[config.mk]
export PLATFORM = sky130hd
export DESIGN_NAME = ram_asym_write_packer_flat
export DESIGN_NICKNAME = d
export VERILOG_FILES = /design/src/rtl/ram_asym_write_packer_pkg.sv /design/src/rtl/ram_asym_write_packer_if.sv /design/src/rtl/ram_asym_write_packer_lane_reg.sv /design/src/rtl/ram_asym_write_packer.sv /design/src/flat_wrapper.sv
export SDC_FILE = /design/constraint.sdc
export NUM_CORES = 1
export LEC_CHECK = 0
export ABC_CLOCK_PERIOD_IN_PS = 2900
export BUFFER_PORTS_ARGS = -buffer_cell sky130_fd_sc_hd__clkbuf_2
export CELL_PAD_IN_SITES_DETAIL_PLACEMENT = 1
export CELL_PAD_IN_SITES_GLOBAL_PLACEMENT = 1
export CORE_UTILIZATION = 42
export DETAILED_ROUTE_END_ITERATION = 8
export GPL_TIMING_DRIVEN = 1
export PLACE_DENSITY_LB_ADDON = 0.1
export SLEW_MARGIN = 5
export SYNTH_ARGS = -nofsm -noshare
export SYNTH_HDL_FRONTEND = slang
export SYNTH_HIERARCHICAL = 1
export SYNTH_SLANG_ARGS = --single-unit
[constraint.sdc]
create_clock -name clk -period 2.9 [get_ports clk]
set_clock_uncertainty 0.2 [all_clocks]
set_input_delay 0.435 -clock clk [delete_from_list [all_inputs] [get_ports clk]]
set_output_delay 0.435 -clock clk [all_outputs]
set_load 0.05 [all_outputs]
[src/rtl/ram_asym_write_packer_pkg.sv]
// Shared types and helpers for the asymmetric RAM write packer.
// Default geometry matches the scratchpad: 10-bit narrow words, 4 per wide entry.
package ram_asym_pkg;

  localparam int DATA_WIDTH_DEF = 10;
  localparam int ADDR_WIDTH_DEF = 10;
  localparam int RATIO_DEF      = 4;
  localparam int LEN_WIDTH_DEF  = 16;
  localparam int LANE_W         = $clog2(RATIO_DEF);

  typedef enum logic [1:0] {
    ST_IDLE,
    ST_PACK,
    ST_LAST,
    ST_DONE
  } state_t;

  // One-hot lane enable; callers truncate to their own ratio.
  function automatic logic [31:0] lane_sel(input logic [31:0] lane);
    return 32'h1 << lane;
  endfunction

endpackage

[src/rtl/ram_asym_write_packer_if.sv]
// Narrow input stream plus wide RAM write-side bus of the packer.
// master = packer side, slave = producer/RAM side.
interface ram_asym_write_packer_if
  import ram_asym_pkg::*;
#(
  parameter int DATA_WIDTH     = DATA_WIDTH_DEF,
  parameter int ADDR_WIDTH_IN  = ADDR_WIDTH_DEF,
  parameter int BITWIDTH_RATIO = RATIO_DEF
);

  logic                                 s_valid;
  logic                                 s_ready;
  logic [DATA_WIDTH-1:0]                s_data;
  logic                                 m_write_req;
  logic [ADDR_WIDTH_IN-1:0]             m_write_addr;
  logic [BITWIDTH_RATIO*DATA_WIDTH-1:0] m_write_data;

  modport master (
    input  s_valid, s_data,
    output s_ready, m_write_req, m_write_addr, m_write_data
  );

  modport slave (
    output s_valid, s_data,
    input  s_ready, m_write_req, m_write_addr, m_write_data
  );

endinterface

[src/rtl/ram_asym_write_packer_lane_reg.sv]
// Wide pack register: per-lane write enables, synchronous clear wins over writes.
// One-cycle write latency; no flow control of its own.
module ram_asym_lane_reg #(
  parameter int DATA_WIDTH = 10,
  parameter int RATIO      = 4
) (
  input  logic                        clk,
  input  logic                        reset,
  input  logic                        clear,
  input  logic [RATIO-1:0]            wr_en,
  input  logic [DATA_WIDTH-1:0]       wr_data,
  output logic [RATIO*DATA_WIDTH-1:0] q
);

  always_ff @(posedge clk) begin
    if (reset || clear) begin
      q <= '0;
    end else begin
      for (int i = 0; i < RATIO; i++) begin
        if (wr_en[i]) q[i*DATA_WIDTH +: DATA_WIDTH] <= wr_data;
      end
    end
  end

endmodule

[src/rtl/ram_asym_write_packer.sv]
// Packs BITWIDTH_RATIO narrow beats per wide RAM write; write_req rises the cycle after the completing beat.
// s_ready is high for all of PACK (RAM never stalls); RAM_PACKER_STATS_EN adds a saturating wr_count.
module ram_asym_write_packer
  import ram_asym_pkg::*;
#(
  parameter int DATA_WIDTH     = DATA_WIDTH_DEF,
  parameter int ADDR_WIDTH_IN  = ADDR_WIDTH_DEF,
  parameter int BITWIDTH_RATIO = RATIO_DEF,
  parameter int LEN_WIDTH      = LEN_WIDTH_DEF
) (
  input  logic                     clk,
  input  logic                     reset,
  input  logic                     start,
  input  logic [ADDR_WIDTH_IN-1:0] base_addr,
  input  logic [LEN_WIDTH-1:0]     num_words,
  output logic                     busy,
  output logic                     done,
  ram_asym_write_packer_if.master  bus
`ifdef RAM_PACKER_STATS_EN
  ,
  output logic [ADDR_WIDTH_IN:0]   wr_count
`endif
);

  localparam int LW = (BITWIDTH_RATIO == RATIO_DEF) ? LANE_W : $clog2(BITWIDTH_RATIO);
  localparam int WW = BITWIDTH_RATIO * DATA_WIDTH;

  state_t                   state;
  logic [LW-1:0]            lane_cnt;
  logic [LEN_WIDTH-1:0]     remaining;
  logic [ADDR_WIDTH_IN-1:0] wide_addr;
  logic [WW-1:0]            pack_q;
  logic [WW-1:0]            merged;
  logic [BITWIDTH_RATIO-1:0] lane_en;
  logic                     beat;
  logic                     lane_last;
  logic                     final_beat;
  logic                     emit;
  logic                     cmd_accept;
  logic                     pack_clear;

  assign bus.s_ready = (state == ST_PACK);
  assign beat        = bus.s_valid && bus.s_ready;
  assign lane_last   = (lane_cnt == LW'(BITWIDTH_RATIO - 1));
  assign final_beat  = (remaining == LEN_WIDTH'(1));
  assign emit        = beat && (lane_last || final_beat);
  assign cmd_accept  = (state == ST_IDLE) && start;
  assign pack_clear  = cmd_accept || emit;
  assign lane_en     = beat ? BITWIDTH_RATIO'(lane_sel(32'(lane_cnt))) : '0;

  // The completing beat is merged here so the write can leave one cycle after it.
  always_comb begin
    merged = pack_q;
    for (int i = 0; i < BITWIDTH_RATIO; i++) begin
      if (lane_en[i]) merged[i*DATA_WIDTH +: DATA_WIDTH] = bus.s_data;
    end
  end

  ram_asym_lane_reg #(
    .DATA_WIDTH(DATA_WIDTH),
    .RATIO     (BITWIDTH_RATIO)
  ) u_lane_reg (
    .clk    (clk),
    .reset  (reset),
    .clear  (pack_clear),
    .wr_en  (lane_en),
    .wr_data(bus.s_data),
    .q      (pack_q)
  );

  always_ff @(posedge clk) begin
    if (reset) begin
      state            <= ST_IDLE;
      busy             <= 1'b0;
      done             <= 1'b0;
      lane_cnt         <= '0;
      remaining        <= '0;
      wide_addr        <= '0;
      bus.m_write_req  <= 1'b0;
      bus.m_write_addr <= '0;
      bus.m_write_data <= '0;
    end else begin
      bus.m_write_req <= 1'b0;
      done            <= 1'b0;
      case (state)
        ST_IDLE: begin
          if (start) begin
            busy     <= 1'b1;
            lane_cnt <= '0;
            if (num_words != '0) begin
              wide_addr <= base_addr;
              remaining <= num_words;
              state     <= ST_PACK;
            end else begin
              done  <= 1'b1;
              state <= ST_DONE;
            end
          end
        end
        ST_PACK: begin
          if (beat) begin
            remaining <= remaining - LEN_WIDTH'(1);
            if (emit) begin
              bus.m_write_req  <= 1'b1;
              bus.m_write_addr <= wide_addr;
              bus.m_write_data <= merged;
              wide_addr        <= wide_addr + ADDR_WIDTH_IN'(1);
              lane_cnt         <= '0;
              if (final_beat) state <= ST_LAST;
            end else begin
              lane_cnt <= lane_cnt + LW'(1);
            end
          end
        end
        ST_LAST: begin
          done  <= 1'b1;
          state <= ST_DONE;
        end
        ST_DONE: begin
          busy  <= 1'b0;
          state <= ST_IDLE;
        end
        default: state <= ST_IDLE;
      endcase
    end
  end

`ifdef RAM_PACKER_STATS_EN
  always_ff @(posedge clk) begin
    if (reset || cmd_accept) begin
      wr_count <= '0;
    end else if (bus.m_write_req && (wr_count != '1)) begin
      wr_count <= wr_count + (ADDR_WIDTH_IN + 1)'(1);
    end
  end
`endif

endmodule

[src/flat_wrapper.sv]
// flat-port wrapper written by rule: the top's interface ports become plain ports
module ram_asym_write_packer_flat import ram_asym_pkg::*;
#(
  parameter int DATA_WIDTH     = DATA_WIDTH_DEF,
  parameter int ADDR_WIDTH_IN  = ADDR_WIDTH_DEF,
  parameter int BITWIDTH_RATIO = RATIO_DEF,
  parameter int LEN_WIDTH      = LEN_WIDTH_DEF
)
  (clk, reset, start, base_addr, num_words, busy, done, bus_s_valid, bus_s_data, bus_s_ready, bus_m_write_req, bus_m_write_addr, bus_m_write_data);
  ram_asym_write_packer_if #(.DATA_WIDTH(DATA_WIDTH), .ADDR_WIDTH_IN(ADDR_WIDTH_IN), .BITWIDTH_RATIO(BITWIDTH_RATIO)) bus_i ();
  input  logic clk;
  input  logic reset;
  input  logic start;
  input  logic [ADDR_WIDTH_IN-1:0] base_addr;
  input  logic [LEN_WIDTH-1:0] num_words;
  output logic busy;
  output logic done;
  input wire logic [$bits(bus_i.s_valid)-1:0] bus_s_valid;
  input wire logic [$bits(bus_i.s_data)-1:0] bus_s_data;
  output wire logic [$bits(bus_i.s_ready)-1:0] bus_s_ready;
  output wire logic [$bits(bus_i.m_write_req)-1:0] bus_m_write_req;
  output wire logic [$bits(bus_i.m_write_addr)-1:0] bus_m_write_addr;
  output wire logic [$bits(bus_i.m_write_data)-1:0] bus_m_write_data;
  assign bus_i.s_valid = bus_s_valid;
  assign bus_i.s_data = bus_s_data;
  assign bus_s_ready = bus_i.s_ready;
  assign bus_m_write_req = bus_i.m_write_req;
  assign bus_m_write_addr = bus_i.m_write_addr;
  assign bus_m_write_data = bus_i.m_write_data;
  ram_asym_write_packer #(.DATA_WIDTH(DATA_WIDTH), .ADDR_WIDTH_IN(ADDR_WIDTH_IN), .BITWIDTH_RATIO(BITWIDTH_RATIO), .LEN_WIDTH(LEN_WIDTH)) u_core (.clk(clk), .reset(reset), .start(start), .base_addr(base_addr), .num_words(num_words), .busy(busy), .done(done), .bus(bus_i));
endmodule
---- After elaboration in Yosys (flattened, before gate mapping) ----
Cells that the tools add are included.
storage, ports and cells
  flip-flop bits (word level) ............. 123
  bits of input ports ..................... 40
  output and inout bits ................... 54
  logic and storage cells ................. 73
operators by class
  $add $sub $neg .......................... 3
  equality and inequality tests ........... 10
  shifts and indexed selects .............. 1
  multiplexer cells ....................... 30
  bitwise logic cells ..................... 2
  reductions and logical operators ........ 17
operator list
  cell                                                                     number
  10-bit two-way mux                                                       8
  16-bit two-way mux                                                       3
  16-bit one-hot mux with 2 select lines                                   1
  10-bit one-hot mux with 2 select lines                                   1
  16-bit by 1-bit equality test with 1-bit output (second input constant)  1
  2-bit two-way mux                                                        8
  16-bit nonzero test                                                      1
  16-bit by 1-bit subtractor with 16-bit output (second input constant)    1
  10-bit by 1-bit adder with 10-bit output (second input constant)         1
  2-bit != test (second input constant)                                    5
  2-bit one-hot mux with 4 select lines                                    1
  4-bit AND reduction                                                      2
  2-bit equality test (second input constant)                              3
  3-bit AND reduction                                                      2
  5-bit AND reduction                                                      1
  1-bit two-way mux                                                        4
  4-bit two-way mux                                                        1
  1-bit one-hot mux with 2 select lines                                    2
  2-bit one-hot mux with 2 select lines                                    1
  2-bit nonzero test                                                       2
  1-bit by 2-bit left shift with 4-bit output (first input constant)       1
  1-bit logical AND                                                        3
  1-bit logical OR                                                         3
  3-bit OR reduction                                                       1
  other kinds (5)                                                          6

---- Longest topological paths before layout ----
Gate-level depths: netlist (run 1).
  depth in word-level cells ............... 6
  gate-level depth with buffers ........... 12

---- By module ----
Netlist (run 1), hierarchy kept.
modules (own cells, without submodules)
  module                 instances  cells each  area each (µm²)
  ram_asym_write_packer  1          562         4304.1
  ram_asym_lane_reg      1          130         1453.9

---- Least setup slack after synthesis (run 1) ----
OpenSTA, ideal clock, no wires.
  path type ............................... flip-flop to flip-flop
  start point ............................. register u_core.state[1]
  end point ............................... register u_core.u_lane_reg.q[18]
  library setup time ...................... 115 ps
  arrival ................................. 2434 ps
  required time ........................... 2585 ps
  setup slack ............................. 151 ps
  stages on the path, launching flop included .. 12
  buffers on the path ..................... 3
  cell sequence ........................... dfxtp_1 > inv_1 > ha_1 > buf_2 > inv_1 > nor2_1 > nand2_1 > clkbuf_1 > inv_1 > buf_2 > mux2i_1 > nor2_2
RTL lines
  element                                         line                                  text
  from (decl)                                     ram_asym_write_packer.sv:28           state_t state;
  from (signal assigned)                          ram_asym_write_packer.sv:73           state <= ST_IDLE;
  from (signal assigned)                          ram_asym_write_packer.sv:93           state <= ST_PACK;
  from (signal assigned)                          ram_asym_write_packer.sv:96           state <= ST_DONE;
  2-bit by 1-bit equality test with 1-bit output  ram_asym_write_packer.sv:42           assign bus.s_ready = (state == ST_PACK);
  net bus_s_ready                                 flat_wrapper.sv:20                    output wire logic [$bits(bus_i.s_ready)-1:0] bus_s_ready;
  1-bit logical AND                               ram_asym_write_packer.sv:43           assign beat = bus.s_valid && bus.s_ready;
  4-bit two-way mux                               ram_asym_write_packer.sv:49           assign lane_en = beat ? BITWIDTH_RATIO'(lane_sel(32'(lane_cnt))) : '0;
  net u_core.lane_en[1]                           ram_asym_write_packer.sv:34           logic [BITWIDTH_RATIO-1:0] lane_en;
  10-bit two-way mux                              n/a
  to (signal, indexed assignment)                 ram_asym_write_packer_lane_reg.sv:20  if (wr_en[i]) q[i*DATA_WIDTH +: DATA_WIDTH] <= wr_data;
  to (decl)                                       ram_asym_write_packer_lane_reg.sv:12  output logic [RATIO*DATA_WIDTH-1:0] q
The timed path passes the listed nets, and every way through them passes these cells.
A chain may end at the register's enable or synchronous reset.

---- Final worst setup path (run 1) ----
  start point ............................. register u_core.state[1]
  end point ............................... register u_core.u_lane_reg.q[24]
RTL lines
  element                                         line
  2-bit by 1-bit equality test with 1-bit output  ram_asym_write_packer.sv:42
  1-bit logical AND                               ram_asym_write_packer.sv:43
  4-bit two-way mux                               ram_asym_write_packer.sv:49
  net u_core.lane_en[2]                           ram_asym_write_packer.sv:34
  10-bit two-way mux                              n/a
The timed path passes the listed nets, and every way through them passes these cells.

==> results of run 1 <==
-- worst max-delay path by stage --
stage,start,to,slack (ns),cells after the start
4_1_cts,u_core/state[1]$_SDFFE_PP0P_,u_core/u_lane_reg/q[17]$_SDFFE_PP0P_,0.14,8
5_1_grt,u_core/state[1]$_SDFFE_PP0P_,u_core/u_lane_reg/q[33]$_SDFFE_PP0P_,0.005,8
6_report,u_core/state[1]$_SDFFE_PP0P_,u_core/u_lane_reg/q[24]$_SDFFE_PP0P_,0.22,8
2_1_floorplan,u_core/state[1]$_SDFFE_PP0P_,u_core/u_lane_reg/q[18]$_SDFFE_PP0P_,0.15,11
3_3_place_gp,bus_s_valid,u_core/u_lane_reg/q[6]$_SDFFE_PP0P_,0.40,7
3_5_place_dp,u_core/state[1]$_SDFFE_PP0P_,u_core/u_lane_reg/q[19]$_SDFFE_PP0P_,0.21,8
-- registers in the layout, summed over array words and instances (netlist names) --
signal,flops
u_core/bus.m_write_addr,10
u_core/lane_cnt,2
u_core/wide_addr,10
u_core/remaining,16
u_core/busy,1
u_core/u_lane_reg/q,40
u_core/bus.m_write_data,40
u_core/state,2
u_core/bus.m_write_req,1
u_core/done,1
-- where the power goes --
part / internal [mW] / leakage, nW / switching, mW / total (mW)
Clock: 1.40 / 0.300 / 0.800 / 2.20
Combinational: 0.865 / 1.19 / 1.59 / 2.45
Sequential: 1.91 / 0.996 / 0.270 / 2.18
-- layout make-up --
cell class | count | area [µm²] | area share
Timing Repair Buffer | 108 | 591 | 0.0849
Inverter | 15 | 63.8 | 0.00918
Clock inverter | 13 | 168 | 0.0241
Sequential cell | 123 | 2460 | 0.354
Clock buffer | 19 | 453 | 0.0651
Multi-Input combinational cell | 501 | 3000 | 0.431
Tap cell | 176 | 220 | 0.0317
-- critical path, stage by stage (launching register included) --
cell and delay, ns:
dfxtp_1 0.34, inv_1 0.09, ha_1 0.24, inv_1 0.08, nor2_2 0.41, nand2_1 0.36
inv_1 0.48, mux2i_1 0.28, nor2_1 0.06
-- through the flow --
| stage | hold slack (ns) | setup slack, ns |
|---|---|---|
| floorplan | 0.244 | 0.151 |
| global placement | 0.243 | 0.398 |
| detailed placement | 0.251 | 0.206 |
| CTS | 0.0881 | 0.136 |
| global route | 0.108 | 0.00528 |
| finish | 0.104 | 0.218 |
-- metal layers --
layer | vias up | track usage
met3 | 18 | 0.0560
met4 | 0 | 0.0926
met2 | 104 | 0.445
met1 | 2646 | 0.303
met5 | - | 0
li1 | 2611 | -
-- cells by family (layout without fill, tap and decap cells) --
group | count (synthesis) | count (layout) | share of synthesized area
simple gates | 299 | 299 | 0.246
compound gates | 148 | 148 | 0.174
flops | 123 | 123 | 0.428
buf+inv | 68 | 155 | 0.0535
mux | 43 | 43 | 0.0750
fa+ha+maj | 11 | 11 | 0.0239
-- cells in the final DEF, fill, tap and decap left out, drive strengths merged, types with 6 or more instances in the layout --
cell,netlist,routed
nor3,11,11
and3,6,6
a21oi,43,43
nand3,45,45
nor2,110,110
mux2i,42,42
a311oi,41,41
nor4,8,8
clkbuf,35,112
inv,15,14
a211oi,7,7
clkinv,0,7
dfxtp,123,123
ha,11,11
nand2,82,82
o21ai,29,29
nand2b,7,7
buf,18,15
nor2b,13,13
-- repair_timing --
item / CTS / global route
buffers inserted: 0 / 0
setup endpoints to repair: 0 / 8
resized for setup: 0 / 2
hold buffers: 0 / 0
==> implementation parameters, run 1 <==
Parameter                              Value

Logic synthesis
  Top cell types by occurrence after synthesis    123 x dfxtp_1, 101 x nor2_1, 82 x nand2_1
  Yosys warning count    6
  Proportion of register bits with asynchronous set or reset after synthesis    0
  Mean instance size in the synthesized netlist    8.32 µm²
  Distinct cell type count of the synthesized netlist    52
  Cell type with the highest aggregate area in the netlist    dfxtp_1
  Gate count after technology mapping    692
  Share of Yosys cell area claimed by the top area cell type    0.428
  Post-synthesis cell area    5760 µm²
  Ranking of synthesized cells by area    dfxtp_1 43%, mux2i_1 7.3%, nor2_1 6.6%, a311oi_1 6.2%, nand2_1 5.3%
  Post-synth EDFFs    0
  Post-synthesis sequential element count    123
  Net count after synthesis    743
  Most frequent cell after synthesis    dfxtp_1
  Sequential area share after synthesis    0.428
  Predominant post-synthesis flop cell    dfxtp_1

Power
  Post-route total power    6.84 mW
  Leakage Power    2.49 nW
  Power Dens Cells    983 nW/µm²
  Max VDD drop    470 µV

Floorplanning
  Horiz. Die Dim    119 µm
  I/O pin cnt    94
  Core footprint    13300 µm²
  Effective utilization at floorplan    0.433
  Cell row count    42
  Overall die area    14200 µm²
  Die height    119 µm

Global routing
  Largest net degree at the start of global routing    91
  Global route overflow    0
  Initial antenna violation count    0
  Via count of the first global-routing pass    5621
  First-pass GRT wire length    28.4 mm
  Overall global routing resource usage    0.254

Route
  Uppermost routed layer    met4
  Routed length on met1    7.73 mm
  Met3 Wirelength    587 µm
  Routed wire length    17.2 mm
  Number of nets with antenna violations after routing    0
  Sum of met2 wire segment lengths after detailed routing    8.70 mm
  Final routed DRC violation total    0
  Drt first pass iters    4
  Via-to-Cell Ratio    5.63
  Routed WL per cell    18.0 µm
  Number of DRC markers in iteration 0    245
  Routed via count    5379

Timing
  Number of pins with negative max-slew slack in the final report    0
  Fin Setup TNS    0 ns
  Fin crit period    2.68 ns
  Total of endpoints with negative setup slack in the final report    0
  Worst rel slew slack    0.655
  Hold Fails Final Rpt    0
  Share of the clock period used by the worst path after layout    0.925
  Measured slew at the worst slew-check pin    0.516 ns
  RSZ-0062 raised after global routing    false
  Maximum clock frequency    373 MHz

Finish
  Post-route insts no fill    955
  Fill cell count    1604
  Share of final-layout standard cells stronger than drive strength 1    0.211
  Layout-stage area growth over the synthesis result    20.8%
  Design area    6950 µm²
  Number of antenna diodes    0
  Final core utilization    0.523
  NumNets Final    817

Flow run
  Max cap viols    0

Place
  IO Port Bufs    93
  Post-DP Area    6320 µm²
  HPWL after DPL    11.5 mm
  Routability-driven placement congestion ratio    0.854
  Number of cells in the design after placement    923

Worst setup path
  Worst setup EP type    register
  Worst setup SP type    register
  Worst Reg-to-Reg Cells    8
  Kind of critical path    reg -> reg
  Largest driver fanout on the critical path    11
  Reg2Reg Capture Point    u_core/u_lane_reg/q[24]$_SDFFE_PP0P_
  Required time of the critical path    2.98 ns
  Worst setup slack for register-to-register paths    0.22 ns
  Worst EP arrival    2.76 ns
  Crit Reg-Reg Startpoint    u_core/state[1]$_SDFFE_PP0P_

Clock tree
  Maximum count of clock buffers along a single path    2
  Number of CTS-inserted buffers    17
  TritonCTS clock tree    built
  Cell at the root of the clock tree    clkbuf_16
  Source-to-sink clock delay at the later pin of the worst-skew pair    0.41 ns
  Clock-pin transition on the worst setup and hold timing paths    0.06 ns
  Sinks on the clock net    123
  CTS HTree Levels    4

Min path
  Origin of the worst min-delay path    base_addr[0]
  Endpoint of the worst hold path    u_core/wide_addr[0]$_SDFFE_PP0P_
  Kind of path behind the tightest hold check    in -> reg
  Hold path cells    3

Run status
  Outcome    finished, final reports clean
Power figures use the tool's default switching activity.
==> run 2: changes to the inputs <==
--- a/config.mk
+++ b/config.mk
@@ -5,11 +5,11 @@
 export SDC_FILE = /design/constraint.sdc
 export NUM_CORES = 1
 export LEC_CHECK = 0
-export ABC_CLOCK_PERIOD_IN_PS = 2900
+export ABC_CLOCK_PERIOD_IN_PS = 3200
 export BUFFER_PORTS_ARGS = -buffer_cell sky130_fd_sc_hd__clkbuf_2
 export CELL_PAD_IN_SITES_DETAIL_PLACEMENT = 1
 export CELL_PAD_IN_SITES_GLOBAL_PLACEMENT = 1
-export CORE_UTILIZATION = 42
+export CORE_UTILIZATION = 45
 export DETAILED_ROUTE_END_ITERATION = 8
 export GPL_TIMING_DRIVEN = 1
 export PLACE_DENSITY_LB_ADDON = 0.1
==> constraint.sdc (replaced) <==
create_clock -name clk -period 3.2 [get_ports clk]
set_clock_uncertainty 0.2 [all_clocks]
set_input_delay 0.48 -clock clk [delete_from_list [all_inputs] [get_ports clk]]
set_output_delay 0.48 -clock clk [all_outputs]
set_load 0.05 [all_outputs]
==> implementation parameters, run 2 (synthesized netlist as in run 1, its figures left out) <==
Parameter                              Value

Clock tree
  Number of CTS-inserted buffers    17 (unchanged)
  Maximum count of clock buffers along a single path    2 (unchanged)
  Source-to-sink clock delay at the later pin of the worst-skew pair    0.41 ns (about the same)
  Post-cts repair resize count    0 (unchanged)
  Setup bufs post-CTS    0 (unchanged)
  TritonCTS clock tree    built
  CTS HTree Levels    4 (unchanged)
  Sinks on the clock net    123 (unchanged)
  Total of hold buffers inserted after clock tree synthesis    0 (unchanged)
  Cell at the root of the clock tree    clkbuf_16
  Clock-pin transition on the worst setup and hold timing paths    0.05 ns (about the same)

Route
  Via-to-Cell Ratio    5.75 (+2.1%)
  Drt first pass iters    4 (unchanged)
  Routed WL per cell    18.4 µm (+2.0%)
  Number of nets with antenna violations after routing    0 (unchanged)
  Final routed DRC violation total    0 (unchanged)
  Number of DRC markers in iteration 0    346 (+41%)
  Routed via count    5422 (+0.80%)
  Routed wire length    17.4 mm (+0.75%)

Flow run
  Max cap viols    0 (unchanged)

Place
  Routability-driven placement congestion ratio    0.902 (+5.7%)
  Number of cells in the design after placement    912 (-1.2%)
  Post-DP Area    6300 µm² (-0.32%)
  IO Port Bufs    93 (unchanged)
  HPWL after DPL    11.4 mm (-0.89%)

Timing
  Fin Setup TNS    0 ns (unchanged)
  Worst rel slew slack    0.539 (-0.117)
  Fin crit period    2.84 ns (+0.162 ns)
  Maximum clock frequency    352 MHz (-5.7%)
  Share of the clock period used by the worst path after layout    0.889 (-0.0361)
  Minimum hold slack    0.183 ns (+0.0787 ns)
  Measured slew at the worst slew-check pin    0.687 ns (+0.171 ns)
  Hold Fails Final Rpt    0 (unchanged)
  Number of pins with negative max-slew slack in the final report    0 (unchanged)
  RSZ-0062 raised after global routing    false
  Total of endpoints with negative setup slack in the final report    0 (unchanged)

Worst setup path
  Worst setup slack for register-to-register paths    0.36 ns (+0.14 ns)
  Top delay family on crit path    buffers and inverters
  Worst EP arrival    2.92 ns (+0.16 ns)
  Crit path largest cell delay    0.50 ns (+0.02 ns)
  Number of buffer and inverter instances along the worst setup path    5 (+2)
  Largest driver fanout on the critical path    13 (+2)
  Required time of the critical path    3.28 ns (+0.30 ns)
  Origin of the worst setup path    u_core/state[1]$_SDFFE_PP0P_
  Worst path cell trace    inv_1, ha_1, buf_4, inv_1, nor2_2, buf_4, nand2_1, inv_1, mux2i_1, nor2_1
  Worst Reg-to-Reg Cells    10 (+2)
  Dominant cell type by count on the critical path    inv_1
  End point of the critical path    u_core/u_lane_reg/q[7]$_SDFFE_PP0P_
  Critical path's slowest cell    inv_1
  WP depth    10 (+2)
  Crit Reg-Reg Startpoint    u_core/state[1]$_SDFFE_PP0P_
  Reg2Reg Capture Point    u_core/u_lane_reg/q[7]$_SDFFE_PP0P_
  Kind of critical path    reg -> reg
  Worst setup EP type    register
  Worst setup SP type    register

Floorplanning
  Horiz. Die Dim    115 µm (-3.3%)
  Core footprint    12300 µm² (-7.8%)
  Cell row count    40 (-4.8%)
  I/O pin cnt    94 (unchanged)
  Overall die area    13300 µm² (-6.6%)
  Die height    115 µm (-3.3%)
  Effective utilization at floorplan    0.470 (+0.0365)

Global routing
  Overall global routing resource usage    0.274 (+0.0196)
  Via count of the first global-routing pass    5522 (-1.8%)
  Initial antenna violation count    0 (unchanged)
  Global route overflow    0 (unchanged)
  Largest net degree at the start of global routing    91 (unchanged)
  First-pass GRT wire length    27.9 mm (-1.8%)

Power
  Power Dens Cells    880 nW/µm² (-11%)
  Fraction of power consumed by sequential logic    0.327 (+0.008)
  Max VDD drop    389 µV (-17%)
  Relative contribution of the clock network to total power    0.306 (-0.016)
  Power Internal    3.68 mW (-12%)
  Leakage Power    2.47 nW (-0.55%)
  Switching fraction of total power    0.391 (+0.00212)
  Switching component of the power    2.37 mW (-11%)
  Logic pwr share    0.368 (+0.009)

Finish
  Number of antenna diodes    0 (unchanged)
  Post-route insts no fill    943 (-1.3%)
  Largest registers in the final layout    u_core/bus.m_write_data: 40 flops, u_core/u_lane_reg/q: 40 flops, u_core/remaining: 16 flops
  Share of final-layout standard cells stronger than drive strength 1    0.199 (-0.0118)
  Design area    6880 µm² (-1.1%)
  Layout-stage area growth over the synthesis result    19.4%
  Highest-count cells in the layout ignoring fill and taps    123 x dfxtp_1, 100 x nor2_1, 93 x clkbuf_2
  Commonest non-fill, non-tap cell in the layout    dfxtp_1
  Fill cell count    1481 (-7.7%)
  NumNets Final    814 (-0.37%)

Run status
  Outcome    finished, final reports clean

Min path
  Kind of path behind the tightest hold check    in -> reg
## run 2: changes by cell type in the layout (fill, tap and decap cells not counted)
cell / change
clkinv_4: -5
buf_4: -4
clkbuf_1: +4
clkinvlp_4: -2
inv_1: +2
buf_12: +1
bufinv_16: -1
clkbuf_8: +1
clkinv_2: +1
inv_6: -1
## run 2: how the worst min path moves through the flow
stage | startpoint | end | cells after the start
global placement | u_core/bus.m_write_addr[7]$_SDFFE_PP0P_ | u_core/bus.m_write_addr[7]$_SDFFE_PP0P_ | 2
CTS | base_addr[0] | u_core/wide_addr[0]$_SDFFE_PP0P_ | 3
global route | base_addr[0] | u_core/wide_addr[0]$_SDFFE_PP0P_ | 3
floorplan | u_core/wide_addr[5]$_SDFFE_PP0P_ | u_core/bus.m_write_addr[5]$_SDFFE_PP0P_ | 2
detailed placement | u_core/bus.m_write_addr[7]$_SDFFE_PP0P_ | u_core/bus.m_write_addr[7]$_SDFFE_PP0P_ | 2
finish | base_addr[0] | u_core/wide_addr[0]$_SDFFE_PP0P_ | 3
## run 2: power groups by stage
| stage | clock [mW] | combinational [mW] | sequential [mW] |
|---|---|---|---|
| finish | 1.85 | 2.23 | 1.98 |
| global route | 1.96 | 2.44 | 2.00 |
| CTS | 1.89 | 2.22 | 1.97 |
| detailed placement | 0 | 2.16 | 2.00 |
| global placement | 0 | 2.07 | 1.98 |
| floorplan | 0 | 1.59 | 1.99 |
## run 2: cell type report
type / instances / area [µm²] / area share
clock inverter: 7 / 90.1 / 0.0131
clock buffer: 24 / 482 / 0.0701
tap: 168 / 210 / 0.0306
timing repair buffer: 105 / 581 / 0.0844
multi-input combinational: 501 / 3000 / 0.436
inverter: 15 / 56.3 / 0.00819
sequential: 123 / 2460 / 0.358
## run 2: routing by layer
metal / vias up / GRT usage / part of all wire
met5: - / 0 / 0
met1: 2651 / 0.328 / 0.43
met4: 0 / 0.111 / 0.018
met3: 28 / 0.0527 / 0.042
met2: 138 / 0.482 / 0.51
li1: 2605 / - / -
## run 2: worst min-delay path, delay by kind of cell
kind | cells | cell delay [ns]
AO/OA/AOI/OAI | 1 | 0.09
AND/OR/NAND/NOR | 1 | 0.06
buffers and inverters | 1 | 0.10
## run 2: metrics by stage
stage               utilization  setup slack [ns]  total power [mW]
finish                    0.561             0.356              6.05
global route              0.561             0.151              6.40
CTS                       0.561             0.412              6.07
detailed placement        0.514             0.477              4.15
global placement          0.514             0.536              4.06
floorplan                     -             0.451              3.58
==> run 3: changes to the inputs <==
--- a/config.mk
+++ b/config.mk
@@ -9,6 +9,7 @@
 export BUFFER_PORTS_ARGS = -buffer_cell sky130_fd_sc_hd__clkbuf_2
 export CELL_PAD_IN_SITES_DETAIL_PLACEMENT = 1
 export CELL_PAD_IN_SITES_GLOBAL_PLACEMENT = 1
+export CORE_ASPECT_RATIO = 0.75
 export CORE_UTILIZATION = 45
 export DETAILED_ROUTE_END_ITERATION = 8
 export GPL_TIMING_DRIVEN = 1
==> implementation parameters, run 3 (synthesized netlist as in run 1, its figures left out) <==
Parameter                              Value

Route
  Final routed DRC violation total    0 (unchanged)
  Routed via count    5453 (+0.57%)
  Number of DRC markers in iteration 0    326 (-5.8%)
  Drt first pass iters    5 (+1)
  Number of nets with antenna violations after routing    0 (unchanged)
  Routed WL per cell    19.2 µm (+4.4%)
  Routed wire length    18.1 mm (+4.1%)
  Via-to-Cell Ratio    5.79 (+0.79%)

Clock tree
  Total of hold buffers inserted after clock tree synthesis    0 (unchanged)
  Source-to-sink clock delay at the later pin of the worst-skew pair    0.42 ns (about the same)
  Post-cts repair resize count    0 (unchanged)
  Setup bufs post-CTS    0 (unchanged)
  Number of CTS-inserted buffers    17 (unchanged)
  TritonCTS clock tree    built
  Sinks on the clock net    123 (unchanged)
  Maximum count of clock buffers along a single path    2 (unchanged)
  Cell at the root of the clock tree    clkbuf_16
  Clock-pin transition on the worst setup and hold timing paths    0.06 ns (about the same)
  CTS HTree Levels    4 (unchanged)

Min path
  Kind of path behind the tightest hold check    in -> reg

Place
  IO Port Bufs    93 (unchanged)
  Placement Setup Slack    0.343 ns (-0.134 ns)
  Number of cells in the design after placement    911 (-0.11%)
  HPWL after DPL    12.0 mm (+4.7%)
  Routability-driven placement congestion ratio    0.784 (-13%)
  Post-DP Area    6300 µm² (-0.12%)

Timing
  Fin crit period    2.93 ns (+0.0882 ns)
  Hold Fails Final Rpt    0 (unchanged)
  RSZ-0062 raised after global routing    false
  Worst rel slew slack    0.529 (-0.00995)
  Total of endpoints with negative setup slack in the final report    0 (unchanged)
  Number of pins with negative max-slew slack in the final report    0 (unchanged)
  Fin Setup TNS    0 ns (unchanged)
  Measured slew at the worst slew-check pin    0.702 ns (+0.0148 ns)
  Final Worst Setup Slack    0.268 ns (-0.0882 ns)
  Maximum clock frequency    341 MHz (-3.0%)
  Share of the clock period used by the worst path after layout    0.916 (+0.0276)

Finish
  Highest-count cells in the layout ignoring fill and taps    123 x dfxtp_1, 100 x nor2_1, 93 x clkbuf_2
  Post-route insts no fill    941 (-0.21%)
  Layout-stage area growth over the synthesis result    18.8%
  NumNets Final    815 (+0.12%)
  Commonest non-fill, non-tap cell in the layout    dfxtp_1
  Number of antenna diodes    0 (unchanged)
  Fill cell count    1495 (+0.95%)
  Share of final-layout standard cells stronger than drive strength 1    0.201 (+0.00258)
  Largest registers in the final layout    u_core/bus.m_write_data: 40 flops, u_core/u_lane_reg/q: 40 flops, u_core/remaining: 16 flops
  Design area    6840 µm² (-0.51%)

Run status
  Outcome    finished, final reports clean

Floorplanning
  Cell row count    35 (-13%)
  Core footprint    12400 µm² (+1.1%)
  I/O pin cnt    94 (unchanged)
  Die height    100 µm (-13%)
  Horiz. Die Dim    133 µm (+15%)
  Effective utilization at floorplan    0.465 (-0.00498)
  Overall die area    13300 µm² (about the same)

Worst setup path
  Worst path cell trace    inv_1, ha_1, buf_4, inv_1, nor2_2, buf_4, nand2_1, inv_1, mux2i_1, nor2_2
  Top delay family on crit path    buffers and inverters
  Crit path largest cell delay    0.50 ns (about the same)
  Worst setup EP type    register
  Number of buffer and inverter instances along the worst setup path    5 (unchanged)
  Largest driver fanout on the critical path    34 (+21)
  Dominant cell type by count on the critical path    inv_1
  Critical path's slowest cell    inv_1
  Required time of the critical path    3.29 ns (about the same)
  Worst setup SP type    register
  Worst EP arrival    3.02 ns (+0.10 ns)
  Kind of critical path    reg -> reg

Global routing
  Overall global routing resource usage    0.284 (+0.00974)
  Global route overflow    0 (unchanged)
  Initial antenna violation count    0 (unchanged)
  Via count of the first global-routing pass    5486 (-0.65%)
  First-pass GRT wire length    29.2 mm (+4.8%)
  Largest net degree at the start of global routing    91 (unchanged)

Power
  Max VDD drop    467 µV (+20%)
  Leakage Power    2.46 nW (-0.36%)
  Power Dens Cells    884 nW/µm² (+0.49%)
  Post-route total power    6.05 mW (about the same)

Flow run
  Max cap viols    0 (unchanged)
-- run 3: cell type report --
| type | instances | area [µm²] | share of cell area |
|---|---|---|---|
| clock inverter | 8 | 70.1 | 0.0102 |
| tap | 166 | 208 | 0.0304 |
| inverter | 15 | 56.3 | 0.00823 |
| timing repair buffer | 106 | 576 | 0.0841 |
| multi-input combinational | 501 | 3000 | 0.438 |
| clock buffer | 22 | 474 | 0.0693 |
| sequential | 123 | 2460 | 0.360 |
-- run 3: through the flow --
stage          hold WS [ns]   util
2_1_floorplan         0.244      -
3_3_place_gp          0.241  0.508
3_5_place_dp          0.247  0.508
4_1_cts               0.126  0.552
5_1_grt               0.171  0.552
6_report              0.144  0.552
-- run 3: worst paths after layout --
check | startpoint | endpoint | slack [ns] | depth (start not counted)
max | u_core/state[1]$_SDFFE_PP0P_ | u_core/u_lane_reg/q[18]$_SDFFE_PP0P_ | 0.27 | 10
min | base_addr[0] | u_core/wide_addr[0]$_SDFFE_PP0P_ | 0.14 | 3
min reg2reg | u_core/bus.m_write_addr[5]$_SDFFE_PP0P_ | u_core/bus.m_write_addr[5]$_SDFFE_PP0P_ | 0.25 | 2
max reg2reg | u_core/state[1]$_SDFFE_PP0P_ | u_core/u_lane_reg/q[18]$_SDFFE_PP0P_ | 0.27 | 10
-- run 3: worst min-delay path, cell delays in order --
cell	delay, ns
clkbuf_2	0.09
nand2_1	0.06
a311oi_1	0.08
-- run 3: report_power, final --
group	switching, mW	internal [mW]
clock network	0.688	1.11
logic	1.50	0.766
registers	0.250	1.73
-- run 3: layer usage --
layer,up-vias,track usage,share of wire
met2,129,0.466,0.47
met3,11,0.0460,0.039
met1,2712,0.380,0.48
li1,2601,-,-
met4,0,0.101,0.0082
met5,-,0,0
